==> src/rtl/tag_reclaim.sv <==
// tag_reclaim: write-side feeder for the physical tag free list.
// After reset it seeds every non-architectural tag into tag_fifo. It then
// buffers up to two retired tags per cycle and drains them one per cycle
// under freespace backpressure.
module tag_reclaim #(
    parameter int TAG_W     = 8,
    parameter int NUM_PHYS  = 64,
    parameter int NUM_ARCH  = 32,
    parameter int BUF_DEPTH = 8
) (
    input  logic                         clk,
    input  logic                         reset,
    input  logic [1:0]                   retire_valid,
    input  logic [TAG_W-1:0]             retire_tag_0,
    input  logic [TAG_W-1:0]             retire_tag_1,
    output logic                         retire_ready,
    input  logic [7:0]                   freespace,
    output logic [TAG_W-1:0]             write_tag_source,
    output logic                         write_tag,
    output logic                         init_done,
    output logic [$clog2(BUF_DEPTH):0]   pending,
    output logic                         tag_err
);

    localparam int PTR_W = $clog2(BUF_DEPTH);
    localparam int CNT_W = PTR_W + 1;

    localparam logic [TAG_W-1:0] SEED_FIRST = TAG_W'(NUM_ARCH);
    localparam logic [TAG_W-1:0] SEED_LAST  = TAG_W'(NUM_PHYS - 1);
    localparam logic [TAG_W:0]   PHYS_LIM   = (TAG_W + 1)'(NUM_PHYS);
    localparam logic [CNT_W-1:0] READY_MAX  = CNT_W'(BUF_DEPTH - 2);

    typedef enum logic {
        S_INIT,
        S_RUN
    } state_e;

    state_e             state_q, state_d;
    logic [TAG_W-1:0]   seed_q, seed_d;
    logic [PTR_W-1:0]   head_q, head_d;
    logic [PTR_W-1:0]   tail_q, tail_d;
    logic [CNT_W-1:0]   occ_q, occ_d;
    logic               ready_q, ready_d;
    logic               wr_q, wr_d;
    logic [TAG_W-1:0]   src_q, src_d;
    logic               done_q, done_d;
    logic               err_q, err_d;

    logic [TAG_W-1:0]   mem [BUF_DEPTH];

    logic               can_push;
    logic               legal_0, legal_1;
    logic               enq_0, enq_1;
    logic               drain;
    logic [PTR_W-1:0]   slot1_idx;

    // Next-state, enqueue/drain decisions and registered-output values.
    // NOTE: every signal gets a default before any branch so no latch is inferred.
    always_comb begin
        state_d  = state_q;
        seed_d   = seed_q;
        head_d   = head_q;
        src_d    = src_q;
        wr_d     = 1'b0;
        done_d   = done_q;
        drain    = 1'b0;

        // A threshold of 2 covers the cycle tag_fifo needs to update freespace.
        can_push = (freespace >= 8'd2);
        legal_0  = ({1'b0, retire_tag_0} < PHYS_LIM);
        legal_1  = ({1'b0, retire_tag_1} < PHYS_LIM);

        // retire_ready is only ever 1 in RUN, so it alone gates acceptance.
        enq_0    = ready_q && retire_valid[0] && legal_0;
        enq_1    = ready_q && retire_valid[1] && legal_1;
        err_d    = err_q || (ready_q && retire_valid[0] && !legal_0)
                         || (ready_q && retire_valid[1] && !legal_1);

        case (state_q)
            S_INIT: begin
                if (can_push) begin
                    wr_d   = 1'b1;
                    src_d  = seed_q;
                    seed_d = seed_q + 1'b1;
                    if (seed_q == SEED_LAST) begin
                        state_d = S_RUN;
                        done_d  = 1'b1;
                    end
                end
            end
            S_RUN: begin
                // Only entries present before this edge may drain: no bypass.
                drain = (occ_q != '0) && can_push;
                if (drain) begin
                    wr_d   = 1'b1;
                    src_d  = mem[head_q];
                    head_d = head_q + 1'b1;
                end
            end
            default: state_d = S_INIT;
        endcase

        slot1_idx = tail_q + PTR_W'(enq_0);
        tail_d    = tail_q + PTR_W'(enq_0) + PTR_W'(enq_1);
        occ_d     = occ_q + CNT_W'(enq_0) + CNT_W'(enq_1) - CNT_W'(drain);
        // Uses the current state so ready rises one edge after init_done,
        // and the next occupancy so there is always room for two tags.
        ready_d   = (state_q == S_RUN) && (occ_d <= READY_MAX);
    end

    // Control and output registers with asynchronous reset.
    // NOTE: sequential state is assigned with non-blocking <= only.
    always_ff @(posedge clk or posedge reset) begin
        if (reset) begin
            state_q <= S_INIT;
            seed_q  <= SEED_FIRST;
            head_q  <= '0;
            tail_q  <= '0;
            occ_q   <= '0;
            ready_q <= 1'b0;
            wr_q    <= 1'b0;
            src_q   <= '0;
            done_q  <= 1'b0;
            err_q   <= 1'b0;
        end else begin
            state_q <= state_d;
            seed_q  <= seed_d;
            head_q  <= head_d;
            tail_q  <= tail_d;
            occ_q   <= occ_d;
            ready_q <= ready_d;
            wr_q    <= wr_d;
            src_q   <= src_d;
            done_q  <= done_d;
            err_q   <= err_d;
        end
    end

    // Retire buffer storage; slot 0 lands before slot 1.
    // NOTE: the storage array is not reset; occupancy alone says which entries are valid.
    always_ff @(posedge clk) begin
        if (enq_0) mem[tail_q]    <= retire_tag_0;
        if (enq_1) mem[slot1_idx] <= retire_tag_1;
    end

    assign retire_ready     = ready_q;
    assign write_tag        = wr_q;
    assign write_tag_source = src_q;
    assign init_done        = done_q;
    assign pending          = occ_q;
    assign tag_err          = err_q;

endmodule
==> config.mk <==
export PLATFORM = sky130hd
export DESIGN_NAME = tag_reclaim
export DESIGN_NICKNAME = d
export VERILOG_FILES = /design/src/rtl/tag_reclaim.sv
export SDC_FILE = /design/constraint.sdc
export NUM_CORES = 1
export LEC_CHECK = 0
export CAP_MARGIN = 20
export CORE_MARGIN = 8
export CORE_UTILIZATION = 45
export CTS_CLUSTER_SIZE = 24
export DETAILED_ROUTE_END_ITERATION = 10
export PLACE_DENSITY = 0.68
export RECOVER_POWER = 25
export SYNTH_ARGS = -nofsm -noshare
export SYNTH_HDL_FRONTEND = slang
export SYNTH_SLANG_ARGS = --single-unit
==> constraint.sdc <==
create_clock -name clk -period 2.8 [get_ports clk]
set_input_delay 0.28 -clock clk [delete_from_list [all_inputs] [get_ports clk]]
set_output_delay 0.28 -clock clk [all_outputs]
set_load 0.05 [all_outputs]
==> key figures <==
Synth
  – XOR/XNOR Fraction of Synth Area: 0.0277
  – Post-synthesis adder-cell area fraction: 0.0351
  – Top-count cell post-synth: edfxtp_1
  – Sequential share of the synthesized area: 0.574
  – Ys flop type: edfxtp_1
  – Cell variety after synth: 49
  – Largest area contributor in the netlist: edfxtp_1
  – Area share of and/or/nand/nor cells after synthesis: 0.0838
  – Cell area after synthesis: 4700 um2
  – Synth Area in Compound Gates: 0.0471
  – Synth warn: 0
  – Main combinational cell family by area after synthesis: multiplexers
  – Synth cell count leaders: edfxtp_1, mux2_2, dfrtp_1
  – EDFF count, synth: 64
  – Number of synthesized register bits: 95
  – Portion of netlist area occupied by mux cells: 0.211
  – Top cell type's share of synthesized area: 0.409
  – Syn_area_per_cell: 15.1 um2
  – Largest cells by area after synthesis: edfxtp_1, dfrtp_1, mux2_2
  – Async SR Flop Fraction: 0.326
  – Syn nets: 352
  – Mapped Cells: 312

Outcome
  – Failing checks: max-capacitance violations, max-slew violations
  – Status: complete, but fails checks

Detailed routing
  – 1st-iter DRT viols: 243
  – DRC viols: 0
  – Vias post-DR: 2830
  – Wirelength, routed: 9930 um
  – DR WL/cell: 18.7 um
  – ANT nets after route: 0
  – DR vias/cell: 5.33
  – TritonRoute pass-1 iters: 4

Run
  – Max cap viols: 1

Timing
  – Max_slew headroom: -0.112
  – Final Hold Fails: 0
  – Maximum clock frequency: 0.378 GHz
  – RSZ-0062 raised after global routing: no
  – Period Utilization, post-route: 0.945
  – Worst Tran Pin Value: 1.67 ns
  – Final setup violation count: 0
  – Min Tclk post-route: 2.65 ns
  – Setup Skew: 0.00688 ns
  – Setup ws final: 0.153 ns
  – Final Slew Violations: 32

Power and ir drop
  – Comb pwr share: 0.396
  – Internal Power: 2.98 mW
  – Clock power share: 0.201
  – P_sw: 1.71 mW
  – Sequential share of power: 0.403
  – VDD IR max: 0.515 mV
  – Leak: 2.10 nW
  – Cell Pwr Density: 825 nW/um2
  – Sw Ratio: 0.364

Clock network
  – Root Driver: clkbuf_8
  – Clk slew on worst S/H paths: 0.09 ns
  – CTS tree: done
  – Hold-fix buffers, CTS: 0
  – Clock buffer depth: 2
  – Post-CTS Setup Bufs: 0
  – CTS Sinks: 95
  – Post-CTS sizing: 0
  – Number of buffers created by CTS: 9
  – Htree depth: 3
  – Clk Latency, worst-skew pair: 0.36 ns

Setup path
  – CP Class: input pin to register
  – Setup crit end kind: register
  – Worst-path maximum fanout: 4
  – Worst EP arrival: 2.90 ns
  – CP required: 3.05 ns
  – CP Launch Type: input pin

Floorplanning
  – # rows: 37
  – Die width: 118 um
  – Initial Util: 0.460
  – Core footprint: 10200 um2
  – Die Ht: 118 um
  – Boundary Pins: 44
  – Die Area: 14000 um2

Finish
  – Nets@finish: 430
  – Layout Utilization: 0.556
  – P&R area growth vs syn: 20.9%
  – Share of layout cells above drive strength 1: 0.342
  – Fillers: 867
  – Inserted Diodes: 0

Min path
  – HP Class: register to register

GRT
  – Vias in the first global route: 3024
  – Initial antenna violation count: 0
  – Pin count of the biggest net entering global routing: 32
  – First-pass GRT wire length: 16200 um
  – GRT Overall Usage: 0.148
  – Global route overflow: 0

Placed design
  – DP Worst Slack: -0.155 ns
  – Dpl hpwl: 7160 um
  – Port Buffers: 42
  – GP Congestion: 0.806
-- final cells by class --
| type | instances | area [um2] | area share |
|---|---|---|---|
| clock buffer | 11 | 141 | 0.0249 |
| clock inverter | 5 | 63.8 | 0.0112 |
| inverter | 12 | 45.0 | 0.00792 |
| multi-input combinational | 195 | 1900 | 0.335 |
| sequential | 95 | 2700 | 0.475 |
| tap | 136 | 170 | 0.0299 |
| timing repair buffer | 77 | 661 | 0.116 |
-- power groups by stage --
stage / combinational (mW) / clock (mW) / sequential (mW)
after floorplan: 1.01 / 0 / 2.21
after global placement: 1.84 / 0 / 1.92
after detailed placement: 1.88 / 0 / 1.93
after CTS: 1.89 / 0.972 / 1.90
after global routing: 2.01 / 1.02 / 1.93
final: 1.86 / 0.942 / 1.89
-- per-stage QoR --
stage                     power [mW]  setup TNS [ns]  area [um2]  hold slack [ns]  instances
after global routing            4.96               0        5690            0.503        531
after global placement          3.77         -0.0901        5510            0.439        515
after floorplan                 3.21               0        4710            0.383        312
after CTS                       4.76               0        5720            0.303        531
after detailed placement        3.81          -0.155        5510            0.451        515
final                           4.69               0        5690            0.469        531
-- worst max-delay path, cell delays in order --
cell and delay, ns:
clkdlybuf4s50_1 0.40, nor4_1 0.33, buf_4 0.18, a211o_1 0.13
inv_1 0.04, ha_1 0.27, inv_1 0.05, fa_2 0.36
fa_1 0.38, xor2_1 0.16, a311oi_1 0.31
-- state kept, by name, indices dropped and copies added (netlist names) --
name,count
mem,64
pending,4
write_tag,1
tag_err,1
write_tag_source,8
head_q,3
seed_q,8
retire_ready,1
init_done,1
tail_q,3
state_q,1
-- final timing paths --
kind / startpoint / endpoint / slack, ns / cells past startpoint
hold reg to reg: tag_err / tag_err / 0.47 / 1
max in group asynchronous: reset / retire_ready / 0.78 / 3
setup reg to reg: pending[2] / retire_ready / 0.18 / 11
min in group asynchronous: reset / write_tag_source[5] / 0.94 / 3
setup / recovery: freespace[4] / retire_ready / 0.15 / 11
hold / removal: tag_err / tag_err / 0.47 / 1
-- placed cells by master, fill, tap and decap left out, types with 2 or more instances in the layout --
master	n
a22oi_1	7
and2b_1	2
mux2i_1	9
nand2b_1	3
and3_1	3
nand4_1	4
mux4_2	15
a21oi_1	4
nand3_1	2
xor2_1	5
ha_1	10
xnor2_1	8
dfrtp_2	3
buf_4	29
clkdlybuf4s50_1	39
o21ai_0	15
and2_1	8
clkbuf_8	10
mux2_2	50
and2_2	5
o21bai_1	2
nor2_1	6
clkbuf_1	7
nor3_1	2
nor2b_1	2
inv_6	2
edfxtp_1	64
inv_2	2
dfrtp_1	27
a21o_1	2
dlygate4sd3_1	3
inv_1	10
nand2_1	9
nand3_2	4
nand2_2	2
-- metal layers --
metal	track usage	routed length (um)	up-vias
met5	0	0	-
met2	0.248	5010	65
met1	0.181	4340	1412
met4	0.0608	119	0
li1	-	-	1342
met3	0.0352	464	11
-- kinds of logic (layout without fill, tap and decap cells) --
group / after synthesis / after routing
adders and majority gates: 12 / 12
muxes: 74 / 74
and+or+nand+nor: 60 / 60
AOI/OAI and AO/OA: 35 / 35
buffers and inverters: 22 / 105
DFF: 95 / 95
xor gates and xnor gates: 14 / 14
Note: power is estimated with default switching activity, not from simulation.
